File: src/rtl/div_unit_ctrl_pkg.sv
// Shared types and constants for the divider front-end controller.
package div_unit_ctrl_pkg;

    typedef enum logic [2:0] {
        IDLE,
        ISSUE,
        BUSY,
        DRAIN,
        RESP
    } state_t;

    typedef enum logic [1:0] {
        DIV_OP_DIV  = 2'b00,
        DIV_OP_DIVU = 2'b01,
        DIV_OP_REM  = 2'b10,
        DIV_OP_REMU = 2'b11
    } div_op_e;

    localparam logic [31:0] DIV_OVF_A = 32'h8000_0000;

    function automatic logic op_is_signed(input logic [1:0] op);
        return ~op[0];
    endfunction

    function automatic logic op_want_rem(input logic [1:0] op);
        return op[1];
    endfunction

endpackage

File: src/rtl/div_unit_ctrl_if.sv
// Issue-side request and CDB-side result handshake of the divider controller.
interface div_unit_ctrl_if #(
    parameter int TAG_W = 4
);
    logic             in_valid;
    logic             in_ready;
    logic [1:0]       in_op;
    logic [31:0]      in_a;
    logic [31:0]      in_b;
    logic [TAG_W-1:0] in_tag;
    logic             out_valid;
    logic             out_ready;
    logic [31:0]      out_data;
    logic [TAG_W-1:0] out_tag;

    // Issue/CDB side: sends requests, grants results.
    modport master (
        output in_valid, in_op, in_a, in_b, in_tag, out_ready,
        input  in_ready, out_valid, out_data, out_tag
    );

    // Controller side.
    modport slave (
        input  in_valid, in_op, in_a, in_b, in_tag, out_ready,
        output in_ready, out_valid, out_data, out_tag
    );
endinterface

File: src/rtl/div_special_case.sv
// Combinational detection of divide-by-zero and signed overflow, with RV32M results.
module div_special_case
    import div_unit_ctrl_pkg::*;
(
    input  logic [1:0]  op,
    input  logic [31:0] a,
    input  logic [31:0] b,
    output logic        is_special,
    output logic [31:0] q_spec,
    output logic [31:0] rem_spec
);

    // Only the signedness bit matters here; quotient/remainder selection is the caller's job.
    logic op_unused;
    assign op_unused = op[1];

    // Divide-by-zero takes priority over overflow.
    always_comb begin
        is_special = 1'b0;
        q_spec     = '0;
        rem_spec   = '0;
        if (b == '0) begin
            is_special = 1'b1;
            q_spec     = '1;
            rem_spec   = a;
        end else if (op_is_signed(op) && a == DIV_OVF_A && b == '1) begin
            is_special = 1'b1;
            q_spec     = DIV_OVF_A;
            rem_spec   = '0;
        end
    end

endmodule

File: src/rtl/div_unit_ctrl.sv
// Front-end controller for the div32 core: corner cases, one-entry reuse cache, flush handling.
module div_unit_ctrl
    import div_unit_ctrl_pkg::*;
#(
    parameter int TAG_W     = 4,
    parameter bit USE_CACHE = 1'b1
) (
    input  logic                clk,
    input  logic                rst,
    input  logic                flush,
    div_unit_ctrl_if.slave      bus,
    output logic                dv_in_en,
    output logic [31:0]         dv_a,
    output logic [31:0]         dv_b,
    output logic                dv_signed,
    input  logic                dv_idle,
    input  logic                dv_out_en,
    input  logic [31:0]         dv_q,
    input  logic [31:0]         dv_rem
);

    state_t           state_q, state_d;
    logic [1:0]       op_q, op_d;
    logic [31:0]      a_q, a_d;
    logic [31:0]      b_q, b_d;
    logic [TAG_W-1:0] tag_q, tag_d;
    logic [31:0]      data_q, data_d;
    logic             c_vld_q, c_vld_d;
    logic [31:0]      c_a_q, c_a_d;
    logic [31:0]      c_b_q, c_b_d;
    logic             c_s_q, c_s_d;
    logic [31:0]      c_quo_q, c_quo_d;
    logic [31:0]      c_rem_q, c_rem_d;

    logic             in_ready;
    logic             is_special;
    logic [31:0]      q_spec;
    logic [31:0]      rem_spec;
    logic             cache_hit;

    div_special_case u_special (
        .op         (bus.in_op),
        .a          (bus.in_a),
        .b          (bus.in_b),
        .is_special (is_special),
        .q_spec     (q_spec),
        .rem_spec   (rem_spec)
    );

    assign in_ready      = (state_q == IDLE) && !flush;
    assign cache_hit     = USE_CACHE && c_vld_q && (c_a_q == bus.in_a) && (c_b_q == bus.in_b)
                           && (c_s_q == op_is_signed(bus.in_op));

    assign bus.in_ready  = in_ready;
    assign bus.out_valid = (state_q == RESP);
    assign bus.out_data  = data_q;
    assign bus.out_tag   = tag_q;

    assign dv_in_en      = (state_q == ISSUE) && dv_idle && !flush;
    assign dv_a          = a_q;
    assign dv_b          = b_q;
    assign dv_signed     = op_is_signed(op_q);

    // Next-state, result capture and cache update.
    always_comb begin
        state_d = state_q;
        op_d    = op_q;
        a_d     = a_q;
        b_d     = b_q;
        tag_d   = tag_q;
        data_d  = data_q;
        c_vld_d = c_vld_q;
        c_a_d   = c_a_q;
        c_b_d   = c_b_q;
        c_s_d   = c_s_q;
        c_quo_d = c_quo_q;
        c_rem_d = c_rem_q;
        unique case (state_q)
            IDLE: begin
                if (bus.in_valid && in_ready) begin
                    op_d  = bus.in_op;
                    a_d   = bus.in_a;
                    b_d   = bus.in_b;
                    tag_d = bus.in_tag;
                    if (is_special) begin
                        data_d  = op_want_rem(bus.in_op) ? rem_spec : q_spec;
                        state_d = RESP;
                    end else if (cache_hit) begin
                        data_d  = op_want_rem(bus.in_op) ? c_rem_q : c_quo_q;
                        state_d = RESP;
                    end else begin
                        state_d = ISSUE;
                    end
                end
            end
            ISSUE: begin
                if (flush)        state_d = IDLE;
                else if (dv_idle) state_d = BUSY;
            end
            BUSY: begin
                // A result coinciding with flush is discarded just like one arriving in DRAIN.
                if (dv_out_en) begin
                    if (flush) begin
                        state_d = IDLE;
                    end else begin
                        data_d  = op_want_rem(op_q) ? dv_rem : dv_q;
                        c_vld_d = 1'b1;
                        c_a_d   = a_q;
                        c_b_d   = b_q;
                        c_s_d   = op_is_signed(op_q);
                        c_quo_d = dv_q;
                        c_rem_d = dv_rem;
                        state_d = RESP;
                    end
                end else if (flush) begin
                    state_d = DRAIN;
                end
            end
            DRAIN: begin
                if (dv_out_en) state_d = IDLE;
            end
            RESP: begin
                if (flush || bus.out_ready) state_d = IDLE;
            end
            default: state_d = IDLE;
        endcase
    end

    // State, operand, result and cache registers.
    always_ff @(posedge clk) begin
        if (rst) begin
            state_q <= IDLE;
            op_q    <= '0;
            a_q     <= '0;
            b_q     <= '0;
            tag_q   <= '0;
            data_q  <= '0;
            c_vld_q <= 1'b0;
            c_a_q   <= '0;
            c_b_q   <= '0;
            c_s_q   <= 1'b0;
            c_quo_q <= '0;
            c_rem_q <= '0;
        end else begin
            state_q <= state_d;
            op_q    <= op_d;
            a_q     <= a_d;
            b_q     <= b_d;
            tag_q   <= tag_d;
            data_q  <= data_d;
            c_vld_q <= c_vld_d;
            c_a_q   <= c_a_d;
            c_b_q   <= c_b_d;
            c_s_q   <= c_s_d;
            c_quo_q <= c_quo_d;
            c_rem_q <= c_rem_d;
        end
    end

endmodule

File: src/flat_wrapper.sv
// flat-port wrapper written by rule: the top's interface ports become plain ports
module div_unit_ctrl_flat import div_unit_ctrl_pkg::*;
#(
    parameter int TAG_W     = 4,
    parameter bit USE_CACHE = 1'b1
)
  (clk, rst, flush, dv_in_en, dv_a, dv_b, dv_signed, dv_idle, dv_out_en, dv_q, dv_rem, bus_in_valid, bus_in_op, bus_in_a, bus_in_b, bus_in_tag, bus_out_ready, bus_in_ready, bus_out_valid, bus_out_data, bus_out_tag);
  div_unit_ctrl_if #(.TAG_W(TAG_W)) bus_i ();
  input  logic clk;
  input  logic rst;
  input  logic flush;
  output logic dv_in_en;
  output logic [31:0] dv_a;
  output logic [31:0] dv_b;
  output logic dv_signed;
  input  logic dv_idle;
  input  logic dv_out_en;
  input  logic [31:0] dv_q;
  input  logic [31:0] dv_rem;
  input wire logic [$bits(bus_i.in_valid)-1:0] bus_in_valid;
  input wire logic [$bits(bus_i.in_op)-1:0] bus_in_op;
  input wire logic [$bits(bus_i.in_a)-1:0] bus_in_a;
  input wire logic [$bits(bus_i.in_b)-1:0] bus_in_b;
  input wire logic [$bits(bus_i.in_tag)-1:0] bus_in_tag;
  input wire logic [$bits(bus_i.out_ready)-1:0] bus_out_ready;
  output wire logic [$bits(bus_i.in_ready)-1:0] bus_in_ready;
  output wire logic [$bits(bus_i.out_valid)-1:0] bus_out_valid;
  output wire logic [$bits(bus_i.out_data)-1:0] bus_out_data;
  output wire logic [$bits(bus_i.out_tag)-1:0] bus_out_tag;
  assign bus_i.in_valid = bus_in_valid;
  assign bus_i.in_op = bus_in_op;
  assign bus_i.in_a = bus_in_a;
  assign bus_i.in_b = bus_in_b;
  assign bus_i.in_tag = bus_in_tag;
  assign bus_i.out_ready = bus_out_ready;
  assign bus_in_ready = bus_i.in_ready;
  assign bus_out_valid = bus_i.out_valid;
  assign bus_out_data = bus_i.out_data;
  assign bus_out_tag = bus_i.out_tag;
  div_unit_ctrl #(.TAG_W(TAG_W), .USE_CACHE(USE_CACHE)) u_core (.clk(clk), .rst(rst), .flush(flush), .bus(bus_i), .dv_in_en(dv_in_en), .dv_a(dv_a), .dv_b(dv_b), .dv_signed(dv_signed), .dv_idle(dv_idle), .dv_out_en(dv_out_en), .dv_q(dv_q), .dv_rem(dv_rem));
endmodule
File: config.mk
export PLATFORM = sky130hd
export DESIGN_NAME = div_unit_ctrl_flat
export DESIGN_NICKNAME = d
export VERILOG_FILES = /design/src/rtl/div_unit_ctrl_pkg.sv /design/src/rtl/div_unit_ctrl_if.sv /design/src/rtl/div_special_case.sv /design/src/rtl/div_unit_ctrl.sv /design/src/flat_wrapper.sv
export SDC_FILE = /design/constraint.sdc
export NUM_CORES = 1
export LEC_CHECK = 0
export BUFFER_PORTS_ARGS = -buffer_cell sky130_fd_sc_hd__buf_2
export CAP_MARGIN = 20
export CORE_MARGIN = 3
export CORE_UTILIZATION = 35
export CTS_CLUSTER_DIAMETER = 150
export DETAILED_ROUTE_END_ITERATION = 10
export HOLD_SLACK_MARGIN = 0.12
export SYNTH_ARGS = -nofsm -noshare
export SYNTH_HDL_FRONTEND = slang
export SYNTH_HIERARCHICAL = 1
export SYNTH_SLANG_ARGS = --single-unit
export TNS_END_PERCENT = 100
File: constraint.sdc
create_clock -name clk -period 4 [get_ports clk]
set_input_delay 0.4 -clock clk [delete_from_list [all_inputs] [get_ports clk]]
set_output_delay 0.4 -clock clk [all_outputs]
set_load 0.005 [all_outputs]
==> results.md <==
- Status: finished, final reports clean
- Drt wl/cell: 18.9 µm
- DP Worst Slack: 0.802 ns
- Via density: roughly 5.1
- Fin crit share: 78.7%
- Combinational Power Share: between 10% and 20%
- TritonRoute pass-1 iters: 5
- Routed WL: 38.6 mm
- Clk_lat worst skew: between 0.5 and 0.6 ns
- Post-Place Cells: 1889
- GRT busiest layer: met2
- Switch share: 25.0%
- Die Y: 184 µm
- R2R depth: 8
- Worst flop-to-flop path startpoint: u_core/c_a_q[6]
- RSZ-0062 raised after global routing: no
- Fillers: 2980
- Ys async rst share: 0%
- VDD IR max: 336 µV
- Initial antenna violation count: 3
- Clock sink total: 235
- Area contributors post-synth: dfxtp_1 43%, nand2_1 15%, a21oi_1 9.2%
- Layout cells sized above 1: 21.4%
- Top FF cell, synth: dfxtp_1
- Iteration-0 DRC Markers: 799
- Hold slack final: 0.134 ns
- Setup violators final: 0
- EDFF count, synth: 0
- H-tree level count: 1
- Vias in the first global route: 9994
- Internal power: 4.27 mW
- P_leak: 5.72 nW
- Register area share after synthesis: 42.6%
- Synthesized area: 0.0111 mm²
- Overall via count from detail_route: 10500
- Post-synthesis cell count: 1359
- Die area: between 0.03 and 0.04 mm²
- Final worst setup slack: between 0.8 and 0.9 ns
- Slew headroom: between 40% and 50%
- Tmin final: roughly 3.1 ns
- Pwr Density: 397 mW/mm²
- CTS Root Cell: clkbuf_16
- Nets: 1765
- Max Slew Vio Count: 0
- Leading area contributor after synthesis: dfxtp_1
- Gr usage total: 21.9%
- Number of synthesized register bits: 235
- Worst Tran Pin Value: 0.896 ns
- Synth top cells by count: 433 x nand2_1, 235 x dfxtp_1, 203 x a21oi_1
- Fmax: ~0.32 GHz
- Clock power frac: 47.3%
- Post-route ant nets: 0
- Crit path launch type: input pin
- CP Launch Point: bus_in_b[11]
- FP Rows: 64
- Crit path to: u_core/bus.out_data[6]
- Worst-path fanout max: 34
- CP Capture Type: flop
- First-pass GRT wire length: about 58 mm
- Core ar.: 0.0308 mm²
- Worst hold start: bus_in_b[0]
- Skew final: 0.00964 ns
- GR Layer Usage met1: 29.9%
- Area Growth Syn to Fin: 29.8%
- Data arrival time of the worst path: 3.57 ns
- Initial Utilization: 35.8%
- Worst path required time: 4.42 ns
- Global route overflow: 0
- Post-synth top area share: 42.6%
- IO buf count: 244
- Dpl hpwl: 25.5 mm
- Synth warnings: 6
- Syn nets: 1500
- Top Ports: 245
- Post-cts resize count: 0
- # DRC: 0
- Final non-filler cell total: slightly above 2000
- Synth cell types: a little over 40
- Max clock buf depth: 3
- Part of the power in registers: a little over two fifths
- Switching Power: between 1 and 1.5 mW
- Reg clk slew, reported paths: approximately 0.060 ns
- Worst setup path category: input pin to flop
- Largest net degree at the start of global routing: 94
- Most frequent cell after synthesis: nand2_1
- Min-Delay Path Class: input pin to flop
- Max-Cap Viols: 0
- Die W: 184 µm
- R2R Setup Slk: 1.05 ns
- Setup TNS: 0 ns
- Reg-to-Reg End: u_core/bus.out_data[30]
- CTS tree: built
- M2 GR Usage: 35.2%
- Mean Syn Cell Area: slightly above 8 µm²
- Gpl congestion: 0.863
- Final Hold Viols: 0
- CTS Buf Count: 29
- M3 GR Usage: 4.12%
==> layer usage <==
layer	up-vias	share of wire (%)
met2	426	46
met4	2	3.4
met3	71	8.1
met5	-	0.034
met1	4894	43
li1	5074	-
==> critical path, cell delays in order <==
cell and delay, ns:
dlygate4sd3_1 0.52, buf_2 0.16, nand4_1 0.11, or4_4 0.58
nor4_2 0.23, a41o_2 0.28, buf_12 0.27, mux4_2 0.54
nand2_1 0.08, o21ai_0 0.11, mux2i_1 0.19, nor2_1 0.06
==> registers in the layout, summed over array words and instances, names as in the netlist <==
signal,cells
u_core/dv_a,32
u_core/c_quo_q,32
u_core/c_rem_q,32
u_core/state_q,3
u_core/bus.out_tag,4
u_core/c_b_q,32
u_core/bus.out_data,32
u_core/dv_b,32
u_core/c_vld_q,1
u_core/c_a_q,32
u_core/op_q,2
u_core/c_s_q,1
==> how the worst min path moves through the flow <==
stage / to / slack, ns / cells past startpoint
global placement: u_core/c_rem_q[3] / 0.44 / 2
CTS: u_core/dv_b[17] / 0.12 / 3
finish: u_core/dv_b[0] / 0.13 / 3
global route: u_core/dv_b[17] / 0.15 / 3
floorplan: u_core/c_rem_q[0] / 0.43 / 2
detailed placement: u_core/c_rem_q[29] / 0.44 / 2
==> logic make-up (layout without fill, tap and decap cells) <==
| kind of cell | count (synthesis) | count (layout) | share of synthesized area (%) |
|---|---|---|---|
| simple gates | 591 | 591 | 23.0 |
| compound gates | 248 | 248 | 11.8 |
| flops | 235 | 235 | 42.6 |
| buf+inv | 135 | 423 | 6.02 |
| mux | 96 | 96 | 12.3 |
| xor+xnor | 54 | 54 | 4.28 |
| other cells | 0 | 3 | 0 |
==> metrics by stage <==
step                      cell area [µm²]  util (%)  power [mW]
final                               14300      46.5        5.69
after floorplan                     11100         -        2.71
after global routing                14300      46.5        5.90
after CTS                           14300      46.5        5.75
after global placement              12300      40.0        2.97
after detailed placement            12300      40.0        2.97
==> area by class of cell <==
class	count	area (µm²)	share of cell area [%]
diodes	3	7.51	0.0524
clock buffers	47	883	6.16
clock inverters	7	104	0.724
inverters	6	22.5	0.157
multi-input cells	989	5700	39.7
flip-flops and latches	235	4710	32.8
well taps	396	495	3.46
repair buffers	363	2420	16.9
==> what timing repair did <==
item                                    in CTS  in global routing
endpoints found under the setup margin       0                  0
setup buffers                                0                  0
endpoints found under the hold margin      100                  0
hold buffers                               100                  0
==> power groups by stage <==
stage / Combinational (mW) / Sequential [mW] / Clock [mW]
final: 0.568 / 2.43 / 2.69
after global routing: 0.614 / 2.44 / 2.84
after CTS: 0.565 / 2.43 / 2.75
after detailed placement: 0.488 / 2.48 / 0
after global placement: 0.483 / 2.48 / 0
after floorplan: 0.235 / 2.47 / 0
==> cells in the final DEF, fill, tap and decap left out, drive strengths merged, types with 3 or more instances in the layout <==
cell / instances
nand2: 433
mux2i: 64
buf: 263
nor4b: 4
nor2: 49
nor2b: 6
nand2b: 11
xor2: 37
and2: 33
mux4: 32
dlygate4sd3: 100
clkbuf: 47
nand4: 17
xnor2: 17
nor4: 25
o21ai: 32
diode: 3
a21oi: 203
nor3: 4
inv: 8
clkinv: 3
dfxtp: 235
Note: power is estimated with default switching activity, not from simulation.
